**src/rtl/pipe_controller.sv**
```systemverilog
// Control path for a 5-stage MIPS-style pipeline: decodes in D and
// carries the Execute/Memory/Writeback controls down the pipe.
module pipe_controller (
    input  logic       clk,
    input  logic       reset,
    input  logic [5:0] opD,
    input  logic [5:0] functD,
    input  logic       equalD,
    input  logic       flushE,
    output logic       pcsrcD,
    output logic       branchD,
    output logic       jumpD,
    output logic       regwriteE,
    output logic       memtoregE,
    output logic       alusrcE,
    output logic       regdstE,
    output logic [2:0] alucontrolE,
    output logic       regwriteM,
    output logic       memtoregM,
    output logic       memwriteM,
    output logic       regwriteW,
    output logic       memtoregW
);

    typedef struct packed {
        logic       regwrite;
        logic       memtoreg;
        logic       memwrite;
        logic       alusrc;
        logic       regdst;
        logic [2:0] alucontrol;
    } ex_ctrl_t;

    logic       regwrite;
    logic       regdst;
    logic       alusrc;
    logic       branch;
    logic       memwrite;
    logic       memtoreg;
    logic       jump;
    logic [1:0] aluop;
    logic       legal;
    logic [2:0] alucontrol;

    ex_ctrl_t   decoded;
    ex_ctrl_t   ex_q;
    logic [2:0] mem_q;
    logic [1:0] wb_q;

    // Main opcode decode; unknown opcodes become an all-zero bubble.
    always_comb begin
        legal = 1'b1;
        {regwrite, regdst, alusrc, branch,
         memwrite, memtoreg, jump, aluop} = 9'b0;
        case (opD)
            6'b000000: {regwrite, regdst, alusrc, branch, memwrite,
                        memtoreg, jump, aluop} = 9'b1_1_0_0_0_0_0_10;
            6'b100011: {regwrite, regdst, alusrc, branch, memwrite,
                        memtoreg, jump, aluop} = 9'b1_0_1_0_0_1_0_00;
            6'b101011: {regwrite, regdst, alusrc, branch, memwrite,
                        memtoreg, jump, aluop} = 9'b0_0_1_0_1_0_0_00;
            6'b000100: {regwrite, regdst, alusrc, branch, memwrite,
                        memtoreg, jump, aluop} = 9'b0_0_0_1_0_0_0_01;
            6'b001000: {regwrite, regdst, alusrc, branch, memwrite,
                        memtoreg, jump, aluop} = 9'b1_0_1_0_0_0_0_00;
            6'b000010: {regwrite, regdst, alusrc, branch, memwrite,
                        memtoreg, jump, aluop} = 9'b0_0_0_0_0_0_1_00;
            default:   legal = 1'b0;
        endcase
    end

    // ALU operation select from aluop and, for R-type, the funct field.
    always_comb begin
        alucontrol = 3'b010;
        case (aluop)
            2'b01:   alucontrol = 3'b110;
            2'b10: begin
                case (functD)
                    6'b100010: alucontrol = 3'b110;
                    6'b100100: alucontrol = 3'b000;
                    6'b100101: alucontrol = 3'b001;
                    6'b101010: alucontrol = 3'b111;
                    default:   alucontrol = 3'b010;
                endcase
            end
            default: alucontrol = 3'b010;
        endcase
    end

    // An illegal opcode zeroes the whole bundle, alucontrol included,
    // so it looks identical to a flushed bubble downstream.
    always_comb begin
        decoded = '0;
        if (legal) begin
            decoded.regwrite   = regwrite;
            decoded.memtoreg   = memtoreg;
            decoded.memwrite   = memwrite;
            decoded.alusrc     = alusrc;
            decoded.regdst     = regdst;
            decoded.alucontrol = alucontrol;
        end
    end

    assign branchD = branch;
    assign jumpD   = jump;
    assign pcsrcD  = branch & equalD;

    // D->E register; a flush loads a bubble.
    always_ff @(posedge clk or posedge reset) begin
        if (reset)       ex_q <= '0;
        else if (flushE) ex_q <= '0;
        else             ex_q <= decoded;
    end

    // E->M and M->W registers advance every cycle, unaffected by flush.
    always_ff @(posedge clk or posedge reset) begin
        if (reset) begin
            mem_q <= '0;
            wb_q  <= '0;
        end else begin
            mem_q <= {ex_q.regwrite, ex_q.memtoreg, ex_q.memwrite};
            wb_q  <= mem_q[2:1];
        end
    end

    assign regwriteE   = ex_q.regwrite;
    assign memtoregE   = ex_q.memtoreg;
    assign alusrcE     = ex_q.alusrc;
    assign regdstE     = ex_q.regdst;
    assign alucontrolE = ex_q.alucontrol;

    assign regwriteM   = mem_q[2];
    assign memtoregM   = mem_q[1];
    assign memwriteM   = mem_q[0];

    assign regwriteW   = wb_q[1];
    assign memtoregW   = wb_q[0];

endmodule

```
**config.mk**
```make
export PLATFORM = sky130hd
export DESIGN_NAME = pipe_controller
export DESIGN_NICKNAME = d
export VERILOG_FILES = /design/src/rtl/pipe_controller.sv
export SDC_FILE = /design/constraint.sdc
export NUM_CORES = 1
export LEC_CHECK = 0
export BUFFER_PORTS_ARGS = -buffer_cell sky130_fd_sc_hd__buf_2
export CORE_MARGIN = 10
export CORE_UTILIZATION = 46
export CTS_CLUSTER_DIAMETER = 80
export DETAILED_ROUTE_END_ITERATION = 12
export PLACE_DENSITY = 0.77
export SETUP_SLACK_MARGIN = 0.4
export SLEW_MARGIN = 20
export SYNTH_ARGS = -nofsm -noshare
export SYNTH_HDL_FRONTEND = slang
export SYNTH_SLANG_ARGS = --single-unit
```
**constraint.sdc**
```tcl
create_clock -name clk -period 2.3 [get_ports clk]
set_clock_uncertainty 0.1 [all_clocks]
set_input_delay 0.115 -clock clk [delete_from_list [all_inputs] [get_ports clk]]
set_output_delay 0.115 -clock clk [all_outputs]
set_load 0.01 [all_outputs]
```
==> results, run 1 <==
- At the worst endpoint, the required time is 2.37 ns.
- By instance count, the leading cell after synthesis is dfrtp_1.
- Across every metal layer, demand over resource in global routing totals 0.0902.
- Adding up every negative setup slack in the final design gives 0 ns.
- The post-CTS setup repair buffer count is 0.
- The area of the die is about 0.0032 mm^2.
- Sorting the synthesized cells by how often they occur yields 13 x dfrtp_1, 6 x nor2_1, 5 x nand2_1.
- The leftover overflow at the end of global routing is 0.
- Dividing the detail-routed wire length by the instance count gives 13.3 um.
- Yosys attributes the largest share of cell area to dfrtp_1 53%, a2111oi_4 4.5%, ha_1 4.0%, buf_4 3.6%, nor2_1 3.6%.
- The region available for standard cell placement spans 0.00128 mm^2.
- The number of enable flip-flop cells after synthesis is 0.
- The detailed-router iteration count before antenna repair is 2.
- Once detailed placement completed, the half-perimeter wirelength came to 1.20 mm.
- Relative to the synthesized area, the layout overhead comes to 33.8%.
- The synthesized design spends more area on one cell type than any other, namely dfrtp_1.
- The number of clock sinks is 13.
- Once detail routing completed, the nets flagged for antenna violations numbered 0.
- Among all stages on the critical path, the largest delay is contributed by dlygate4sd3_1.
- The initial cell density of the core is 0.481.
- After clock tree synthesis, the clock-pin slew on the worst setup and hold paths is ~0.070 ns.
- The number of top-level pins is 31.
- The cell depth of the worst hold path is 3.
- The number of antenna violations at the first check in global routing came to 0.
- For met1 alone, demand over resource in global routing was 0.0927.
- The number of distinct standard cells referenced by the synthesized netlist is 23.
- At the end of the flow, the number of nets in the layout was 109.
- The total number of vias is between 500 and 600.
- The final worst slack is 0.627 ns.
- The final count of pins violating max slew is 0.
- The path with the worst hold slack has its endpoint at alucontrolE[0].
- The post-synthesis instance area is ~600 um^2.
- The biggest fanout along the worst timing path is 8.
- The worst setup path is launched from an input pin.
- Each instance of the synthesized netlist takes up on average ~11 um^2.
- For the pin with the worst max-slew slack, the measured transition is 0.461 ns.
- In the routed design, unresolved DRC markers number 0.
- The share of flip-flops with an asynchronous set or reset is 1.00.
- The horizontal die dimension is 56.7 um.
- The final count of negative-setup-slack endpoints is 0.
- The largest net degree at the start of global routing is 14.
- The synthesized flop and latch total is 13.
- The CTS tree is yes.
- 0 antenna diodes ended up in the layout.
- The tool flagged a number of max-cap violations equal to 0.
- The highest ir drop seen on vdd is ~0.00029 V.
- The number of placed instances, taps included, is between 90 and 100.
- Dividing total power by cell area gives a power density of 505 mW/mm^2.
- The top cell family by delay on the critical path is buffers and inverters.
- The routing usage on met2 is 0.143.
- CTS built an H-tree with a depth of 1.
- The DRC marker count from the first detailed-route iteration is 3.
- The routing layer with the top usage in global route is met2.
- The worst setup path is of the input pin to flop kind.
- In this run the static leakage power is around 0.46 nW.
- Of the cells placed in the final design, the portion with a size suffix greater than 1 is 0.456.
- Prior to clock tree synthesis, the placed netlist has a worst setup slack of just under 0.6 ns.
- The endpoint kind of the worst setup timing path is a flop.
- The master cell of the clock root buffer is clkbuf_4.
- Summed over all layers, the routed wires come to 1.39 mm.
- The number of buffers on the longest clock path is 2.
- The worst hold path startpoint is functD[3].
- The buffers plus inverters on the worst setup path is 3.
- In the finished design, the share of the clock period the worst path needs comes to 0.727.
- The number of vias per cell after detailed routing is 4.94.
- The post-synthesis cell count is 56.
- The final-layout worst hold slack is about 0.011 ns.
- After floorplanning, the core was divided into 13 placement rows.
- For the worst-skew pair, the clock arrives at the later sink with an insertion delay of 0.27 ns.
- The data arrival time of the worst path is 1.74 ns.
- In this run the tool buffered the top-level ports with 30 buffer cells.
- The end of the worst register-to-register path is wb_q[0].
- The final non-filler cell total is about 110.
- The total power of the final layout is 0.418 mW.
- The height of the die is 56.7 um.
- The number of global-route vias before repair is 539.
- In this run the critical register-to-register path is launched from mem_q[1].
- The delay contributed by the slowest stage of the critical path is 0.53 ns.
- The routability congestion estimate is about 0.75.
- Traced cell by cell, the critical path runs through dlygate4sd3_1 > buf_2 > nor3_2 > nand2_1 > inv_1 > ha_1 > a2111oi_2.
- The number of clock buffers inserted by TritonCTS is 3.
- The portion of the post-synthesis area used by sequential elements is 0.526.
- The path type of the worst min-delay path is input pin to flop.
- Timing would allow up to approximately 600 MHz.
- Setup repair after global routing left no endpoint under its margin.
- The wire length of the first global-routing pass is 2.36 mm.
- For met3 alone, demand over resource in global routing was 0.0270.
- Of the post-synthesis cell area, the dominant cell type holds 0.526.
- The primary flip-flop cell chosen by synthesis mapping is dfrtp_1.
- During synthesis, Yosys emitted a total of 0 warnings.
- The number of cells on the worst reg-to-reg path is 0.
- For the finished layout, the period the worst path requires is 1.67 ns.
- The total count of hold-check failures in the final report is 0.
- The flow ran to the end, and the final reports show no timing, DRC or antenna violations.
- The worst-case headroom to the max-slew limit is 0.692.
- When the netlist entered floorplanning its net count stood at 74.
- The worst register-to-register path has a setup slack of 1.69 ns.
[cell usage in the layout, fill, tap and decap left out]
master	synthesis	routed
o31ai_2	1	1
nand2_1	5	5
ha_1	2	2
clkinv_2	0	1
nor3_1	4	3
dlygate4sd3_1	0	3
nor3b_1	2	2
o21a_1	1	1
a21oi_1	2	2
and4b_1	1	1
a21bo_2	1	1
and2_1	1	1
nor2_1	6	6
and3_2	1	1
clkbuf_4	0	3
nor4_1	1	1
nor2b_1	2	2
and2b_2	1	1
nor3_2	0	1
a2111oi_2	1	1
dfrtp_1	13	13
buf_2	0	30
and3_1	2	2
nand3_1	1	1
a31oi_1	1	1
a2111oi_4	1	1
inv_1	3	3
[metrics by stage]
stage / instance area, um^2 / util
3_5_place_dp: 764 / 0.595
5_1_grt: 827 / 0.644
6_report: 827 / 0.644
2_1_floorplan: 618 / -
3_3_place_gp: 764 / 0.595
4_1_cts: 822 / 0.640
[per-layer routing]
metal | wire length (um) | vias up
met2 | 689 | 23
met5 | 0 | -
li1 | - | 261
met4 | 54 | 0
met3 | 127 | 5
met1 | 521 | 230
[registers in the layout (all words and copies together) (netlist names)]
signal       flops
alucontrolE      3
alusrcE          1
ex_q             1
mem_q            3
memtoregE        1
regdstE          1
regwriteE        1
wb_q             2
[report_power, final]
| group | total (mW) | internal, mW | switching, mW |
|---|---|---|---|
| combinational | 0.0503 | 0.0225 | 0.0278 |
| sequential | 0.231 | 0.230 | 0.000652 |
| clock | 0.136 | 0.0644 | 0.0719 |
| total | 0.418 | 0.317 | 0.100 |
[worst max-delay path by stage]
stage	slack [ns]	endpoint	cells after the start	start
after floorplan	0.87	alucontrolE[0]	4	opD[1]
after global placement	0.63	alucontrolE[0]	5	opD[1]
after detailed placement	0.59	alucontrolE[0]	5	opD[1]
after CTS	0.54	alucontrolE[0]	7	opD[3]
after global routing	0.50	alucontrolE[0]	7	opD[3]
final	0.63	alucontrolE[0]	7	opD[3]
[cell families (layout without fill, tap and decap cells)]
group,Yosys count,in the layout,share of synthesized area
DFF,13,13,0.526
AOI/OAI and AO/OA,8,8,0.144
adders and majority gates,2,2,0.0405
buffers and inverters,6,40,0.0547
and+or+nand+nor,27,27,0.235
[cell type report]
class                   count  area, um^2
clock buffers               3        22.5
clock inverters             1        5.00
repair buffers             33         180
well taps                  15        18.8
flip-flops and latches     13         325
fillers                    95         458
multi-input cells          37         264
inverters                   3        11.3
[what timing repair did]
item                       CTS  global route
resized for setup            0             1
hold buffers                 3             0
hold endpoints to repair    15             0
setup endpoints to repair    0             1
Power figures use the tool's default switching activity.
==> inputs of run 2 (changes only) <==
Settings changed: CORE_UTILIZATION 46 to 38, PLACE_DENSITY 0.77 to 0.68.
Clock period 2.3 ns to 1.4 ns, I/O delays scaled along.
==> run 2 against run 1 <==
Effect of this change:
- first-iteration DRC count grew 67%
- flip-flop and latch count is the same
- global-route usage shrank 0.20 points
==> results, run 2 (synthesis results as in run 1) <==
- The slowest stage of the critical path belongs to the cell nor3_4.
- The startpoint identified for the worst hold timing path is functD[4].
- The height of the die is 60.3 um (+6.5%).
- The largest net degree at the start of global routing is 14 (unchanged).
- The horizontal die dimension is 60.3 um (+6.5%).
- The total DRC errors in the routed layout is 0 (unchanged).
- The total leakage power is 0.536 nW (+15%).
- The wire length of the first global-routing pass is 2.46 mm (+4.4%).
- The number of buffers on the longest clock path is 2 (unchanged).
- The clock transition time at the flip-flop clock pins of the worst setup and hold paths came to 0.07 ns (about the same).
- STA classifies the critical path endpoint as an output pin.
- Timing would allow up to 936 MHz.
- The start of the worst register-to-register path is mem_q[1].
- The final non-filler cell total came to 114 (+8.6%).
- The total count of hold-check failures in the final report was 0 (unchanged).
- The post-route antenna net violation count is 0 (unchanged).
- The routability congestion estimate is 0.696 (-7.4%).
- In this run the critical register-to-register path is captured at wb_q[0].
- The number of port buffers is 30 (unchanged).
- The final worst slack was 0.332 ns (-0.295 ns).
- The post-route core utilization is 0.669 (+0.0255).
- The number of clock buffers inserted by TritonCTS came to 3 (unchanged).
- The setup path with the least slack is of type input pin to output pin.
- The most common library cell in the layout ignoring fill and taps is buf_2.
- The number of max-cap violations is 0 (unchanged).
- The worst-case headroom to the max-slew limit is 0.702 (+0.00974).
- The shortest period the worst path allows is 1.07 ns.
- Walking the worst path, the cells encountered are buf_12 > nor3_4 > nand3_2 > inv_2 > and2_4 > buf_6.
- The count of H-tree levels built during CTS is 1 (unchanged).
- The signed area change from the synthesized netlist to the final layout is 65.0%.
- The initial cell density of the core is 0.406 (-0.0754).
- The number of global-route vias before repair was 556 (+3.2%).
- The routed wire length per instance came to 14.1 um (+6.2%).
- The number of clock sinks is 13 (unchanged).
- The path class of the tightest hold or removal check is input pin to flop.
- The actual transition at the worst max-transition pin came to 0.444 ns (-0.0168 ns).
- The areal power density over the cells is 701 mW/mm^2 (+39%).
- The highest ir drop seen on vdd is 0.000405 V (+41%).
- The cell depth of the worst hold path is 4 (+1).
- The number of top-level pins is 31 (unchanged).
- In this run the clock root is driven by a clkbuf_4.
- The fraction of final layout cells with drive strength greater than 1 was 0.622 (+0.167).
- The worst setup path is launched from an input pin.
- The number of cells in the design after placement is 100 (+2.0%).
- The hold path endpoint is alucontrolE[0].
- The clock latency at the later pin of the worst-skew pair is 0.27 ns (about the same).
- Of the available clock period, the critical path in the final layout requires 0.763.
- The critical path required time is 1.23 ns (-1.14 ns).
- The total global-route track usage is 0.0881 (-0.00203).
- The DRC marker count from the first detailed-route iteration is 5 (+2).
- The delay contributed by the slowest stage of the critical path was 0.24 ns (-0.29 ns).
- The row count is 14 (+1).
- The placeable core area came to 0.00152 mm^2 (+19%).
- The number of nets at the end of the flow is 117 (+7.3%).
- The run finished with clean final reports.
- The final count of pins violating max slew is 0 (unchanged).
- The area of the die is 0.00364 mm^2 (+13%).
- The final count of negative-setup-slack endpoints is 0 (unchanged).
- The biggest fanout along the worst timing path is 4 (-4).
- The reg-to-reg setup timing slack came to 0.69 ns (-1.00 ns).
- The number of vias per cell after detailed routing was 4.98 (+0.80%).
- The buffers plus inverters on the worst setup path is 3 (unchanged).
- The number of cell instances on the worst register-to-register path came to 1 (+1).
- Setup repair after global routing could not meet its margin everywhere.
- The leftover overflow at the end of global routing came to 0 (unchanged).
- The placed wire-length estimate is 1.21 mm (+0.61%).
- The post-placement worst setup slack was -0.00424 ns (-0.598 ns).
- The total number of vias came to 568 (+9.4%).
- The number of antenna violations at the first check in global routing is 0 (unchanged).
- The top cell family by delay on the critical path is simple AND/OR/NAND/NOR gates.
- The sum of routed wire length over all layers came to 1.61 mm (+15%).
- The detailed-router iteration count before antenna repair was 4 (+2).
- TritonCTS built the clock tree.
- The top cell types in the final layout, fill and taps aside, are 23 x buf_2, 13 x dfrtp_1, 10 x buf_4.
- The count of inserted antenna diode cells is 0 (unchanged).
- The data arrival time of the worst path was 0.90 ns (-0.84 ns).
[run 2: where the power goes]
| part | internal, mW | switching (mW) |
|---|---|---|
| clock | 0.106 | 0.111 |
| combinational | 0.0599 | 0.0583 |
| sequential | 0.378 | 0.000876 |
| total | 0.544 | 0.171 |
[run 2: worst min-delay path: cells and delay by family]
kind | cells | cell delay, ns
AOI/OAI and AO/OA | 1 | 0.04
and+or+nand+nor | 2 | 0.15
buffers and inverters | 1 | 0.07
[run 2: layout make-up]
| cell class | count | area (um^2) |
|---|---|---|
| fill | 125 | 504 |
| clock buffer | 3 | 22.5 |
| clock inverter | 1 | 5.00 |
| timing repair buffer | 41 | 290 |
| multi-input combinational | 37 | 345 |
| tap | 16 | 20.0 |
| inverter | 3 | 11.3 |
| sequential | 13 | 325 |
[run 2: worst max path at each step]
| stage | startpoint | to | slack (ns) | cells after the start |
|---|---|---|---|---|
| CTS | opD[1] | pcsrcD | 0.36 | 6 |
| global route | opD[0] | pcsrcD | 0.28 | 6 |
| global placement | opD[2] | alucontrolE[0] | 0.07 | 7 |
| finish | opD[0] | pcsrcD | 0.33 | 6 |
| floorplan | opD[5] | alucontrolE[0] | 0.26 | 6 |
| detailed placement | opD[5] | alucontrolE[0] | -0.004 | 7 |
[run 2: per-stage QoR]
step | hold slack (ns) | cell area [um^2] | setup TNS [ns] | power, mW
floorplan | -0.153 | 669 | 0 | 0.425
global placement | -0.00721 | 825 | 0 | 0.471
detailed placement | -0.00422 | 825 | -0.00424 | 0.473
CTS | -0.00519 | 935 | 0 | 0.712
global route | 0.00745 | 1020 | 0 | 0.749
finish | 0.00583 | 1020 | 0 | 0.715
[run 2: metal layers]
metal  share of wire  vias up  global-route usage  wire (um)
met5               0        -                   0          0
met4           0.017        0              0.0673         27
met3            0.10        2              0.0313        164
met2            0.54       29               0.157        868
met1            0.34      260              0.0794        544
li1                -      277                   -          -
[run 2: repair_timing]
action                                 4_1_cts  5_1_grt
hold buffers                                 2        0
buffers inserted                             5        3
resized for setup                            7       16
endpoints found under the hold margin       15        0
setup endpoints to repair                    3        7
pin swaps                                    5        6
==> inputs of run 3 (changes only) <==
Settings changed: CORE_UTILIZATION 38 to 43, PLACE_DENSITY 0.68 to 0.73.
Clock period 1.4 ns to 1.1 ns, I/O delays scaled along.
==> run 3 against run 2 <==
Effect of this change:
- the flow now finishes with violations (negative hold slack)
- global-route usage increased by 3.0 points
- wire length increased by 17%
- flip-flop and latch count unchanged
- sequential power increased by 27%
- critical path type unchanged
==> results, run 3 (synthesis results as in run 1) <==
- The portion of the clock cycle consumed by the worst path in the final layout is 0.946.
- The number of clock buffers inserted by TritonCTS is 3 (unchanged).
- The multi-input gate area in the final layout is 380 um^2 (+10%).
- The critical path launch point type is an input pin.
- The actual transition at the worst max-transition pin is 0.498 ns (+0.0541 ns).
- The wire length of the first global-routing pass came to 3.17 mm (+29%).
- In the layout the commonest cells are 21 x buf_2, 14 x buf_4, 13 x dfrtp_1.
- The DRC marker count from the first detailed-route iteration is 0 (-5).
- The final count of negative-setup-slack endpoints is 0 (unchanged).
- The count of H-tree levels built during CTS is 1 (unchanged).
- The horizontal die dimension is 57.9 um (-4.0%).
- The post-route cell area is 0.00112 mm^2 (+10%).
- The number of buffers on the longest clock path is 2 (unchanged).
- The number of cells in the design after placement is 108 (+8.0%).
- The flow ran to the end, but the final reports show violations.
- The leftover overflow at the end of global routing is 0 (unchanged).
- The total global-route track usage is 0.118 (+0.0303).
- The setup path with the least slack is of type input pin to output pin.
- The placed wire-length estimate is 1.33 mm (+10%).
- The area of the die is 0.00335 mm^2 (-7.8%).
- The detailed-router iteration count before antenna repair is 1 (-3).
- Static timing analysis puts the maximum clock frequency at 961 MHz.
- The sum of routed wire length over all layers is 1.87 mm (+17%).
- The highest ir drop seen on vdd came to 0.000528 V (+30%).
- The total count of hold-check failures in the final report is 15 (+15).
- The data arrival time of the worst path was 0.89 ns (about the same).
- The total DRC errors in the routed layout came to 0 (unchanged).
- The biggest fanout along the worst timing path was 3 (-1).
- The total leakage power is 0.578 nW (+7.7%).
- The number of nets at the end of the flow is 123 (+5.1%).
- The worst-case headroom to the max-slew limit is 0.666 (-0.0363).
- The CTS tree is yes.
- The clock transition time at the flip-flop clock pins of the worst setup and hold paths came to 0.08 ns (about the same).
- The largest net degree at the start of global routing was 14 (unchanged).
- The number of vias per cell after detailed routing is 4.90 (-1.7%).
- The height of the die was 57.9 um (-4.0%).
- Among the stages of the critical path, the cell type that occurs most often is buf_6.
- The number of top-level pins is 31 (unchanged).
- The routability congestion estimate is 0.730 (+4.9%).
- The number of global-route vias before repair came to 708 (+27%).
- The tree is rooted in a clkbuf_4.
- The final reports fail on negative hold slack.
- The number of antenna violations at the first check in global routing is 0 (unchanged).
- The placeable core area was 0.00133 mm^2 (-12%).
- The area taken by flip-flops and latches was 325 um^2 (unchanged).
- The critical path required time is 0.94 ns (-0.29 ns).
- The final-layout worst hold slack is -0.325 ns (-0.331 ns).
- The shortest period the worst path allows is 1.04 ns.
- The routed wire length per instance came to 15.7 um (+12%).
- Traced cell by cell, the critical path runs through buf_8 > nor3_4 > nand3_2 > inv_2 > buf_6 > and2_4 > buf_6.
- The areal power density over the cells came to 846 mW/mm^2 (+21%).
- The count of inserted antenna diode cells is 0 (unchanged).
- The final count of pins violating max slew was 0 (unchanged).
- The total number of vias is 583 (+2.6%).
- The post-route core utilization is 0.843 (+0.174).
- The endpoint kind of the worst setup timing path is an output pin.
- The row count came to 13 (-1).
- The number of port buffers was 30 (unchanged).
- The total power of the final layout is 0.951 mW (+33%).
- The clock latency at the later pin of the worst-skew pair came to 0.28 ns (about the same).
- The signed area change from the synthesized netlist to the final layout is 82.0%.
- The delay contributed by the slowest stage of the critical path is 0.23 ns (about the same).
- The post-route antenna net violation count is 0 (unchanged).
- The area of placed instances came to 911 um^2 (+10%).
- The initial cell density of the core is 0.463 (+0.0578).
- The fraction of final layout cells with drive strength greater than 1 is 0.740 (+0.118).
- The number of clock sinks was 13 (unchanged).
- The fill cell total of the finished layout is 82 (-34%).
- The most common library cell in the layout ignoring fill and taps is buf_2.
- The min-delay analysis places its worst path in the category input pin to asynchronous set/reset pin.
- The final non-filler cell total came to 119 (+4.4%).
- The cell at the slowest stage of the critical path is nor3_4.
- Setup repair after global routing could not meet its margin everywhere.
- The number of max-cap violations is 0 (unchanged).
==> run 3: worst max-delay path: cells and delay by family <==
family,cells,cell delay (ns)
simple gates,3,0.47
buf+inv,4,0.36
==> run 3: report_power, final <==
group	internal, mW	leakage [nW]	switching, mW
Clock	0.135	0.0177	0.156
Combinational	0.0918	0.379	0.0855
Sequential	0.482	0.181	0.00151
==> run 3: metrics by stage <==
stage          setup TNS [ns]  setup WS (ns)
6_report                    0         0.0590
5_1_grt             -0.000941      -0.000941
4_1_cts                     0         0.0532
3_5_place_dp           -0.701         -0.261
3_3_place_gp           -0.492         -0.188
2_1_floorplan         -0.0277        -0.0277
==> run 3: layout make-up <==
class,count,area share
clock buffers,3,0.0200
clock inverters,1,0.00445
inverters,3,0.0100
multi-input cells,37,0.338
flip-flops and latches,13,0.289
well taps,15,0.0167
repair buffers,47,0.321
==> run 3: layer usage <==
metal,vias up,part of all wire,track usage
li1,289,-,-
met1,265,0.34,0.105
met2,25,0.55,0.213
met3,4,0.092,0.0458
met4,0,0.020,0.0839
met5,-,0,0
==> run 3: repair_timing <==
item | 4_1_cts | 5_1_grt
buffers inserted | 5 | 2
resized for setup | 13 | 22
endpoints found under the hold margin | 15 | 15
pin swaps | 5 | 4
endpoints found under the setup margin | 19 | 24
==> run 3: final timing paths <==
kind | from | end | slack [ns] | depth (start not counted)
max | opD[5] | pcsrcD | 0.06 | 7
min | reset | memtoregE | -0.33 | 2
max reg2reg | memtoregE | mem_q[1] | 0.26 | 2
min reg2reg | ex_q[5] | mem_q[0] | 0.26 | 0
max in group asynchronous | reset | regdstE | 0.90 | 2
min in group clk | flushE | regdstE | -0.12 | 2
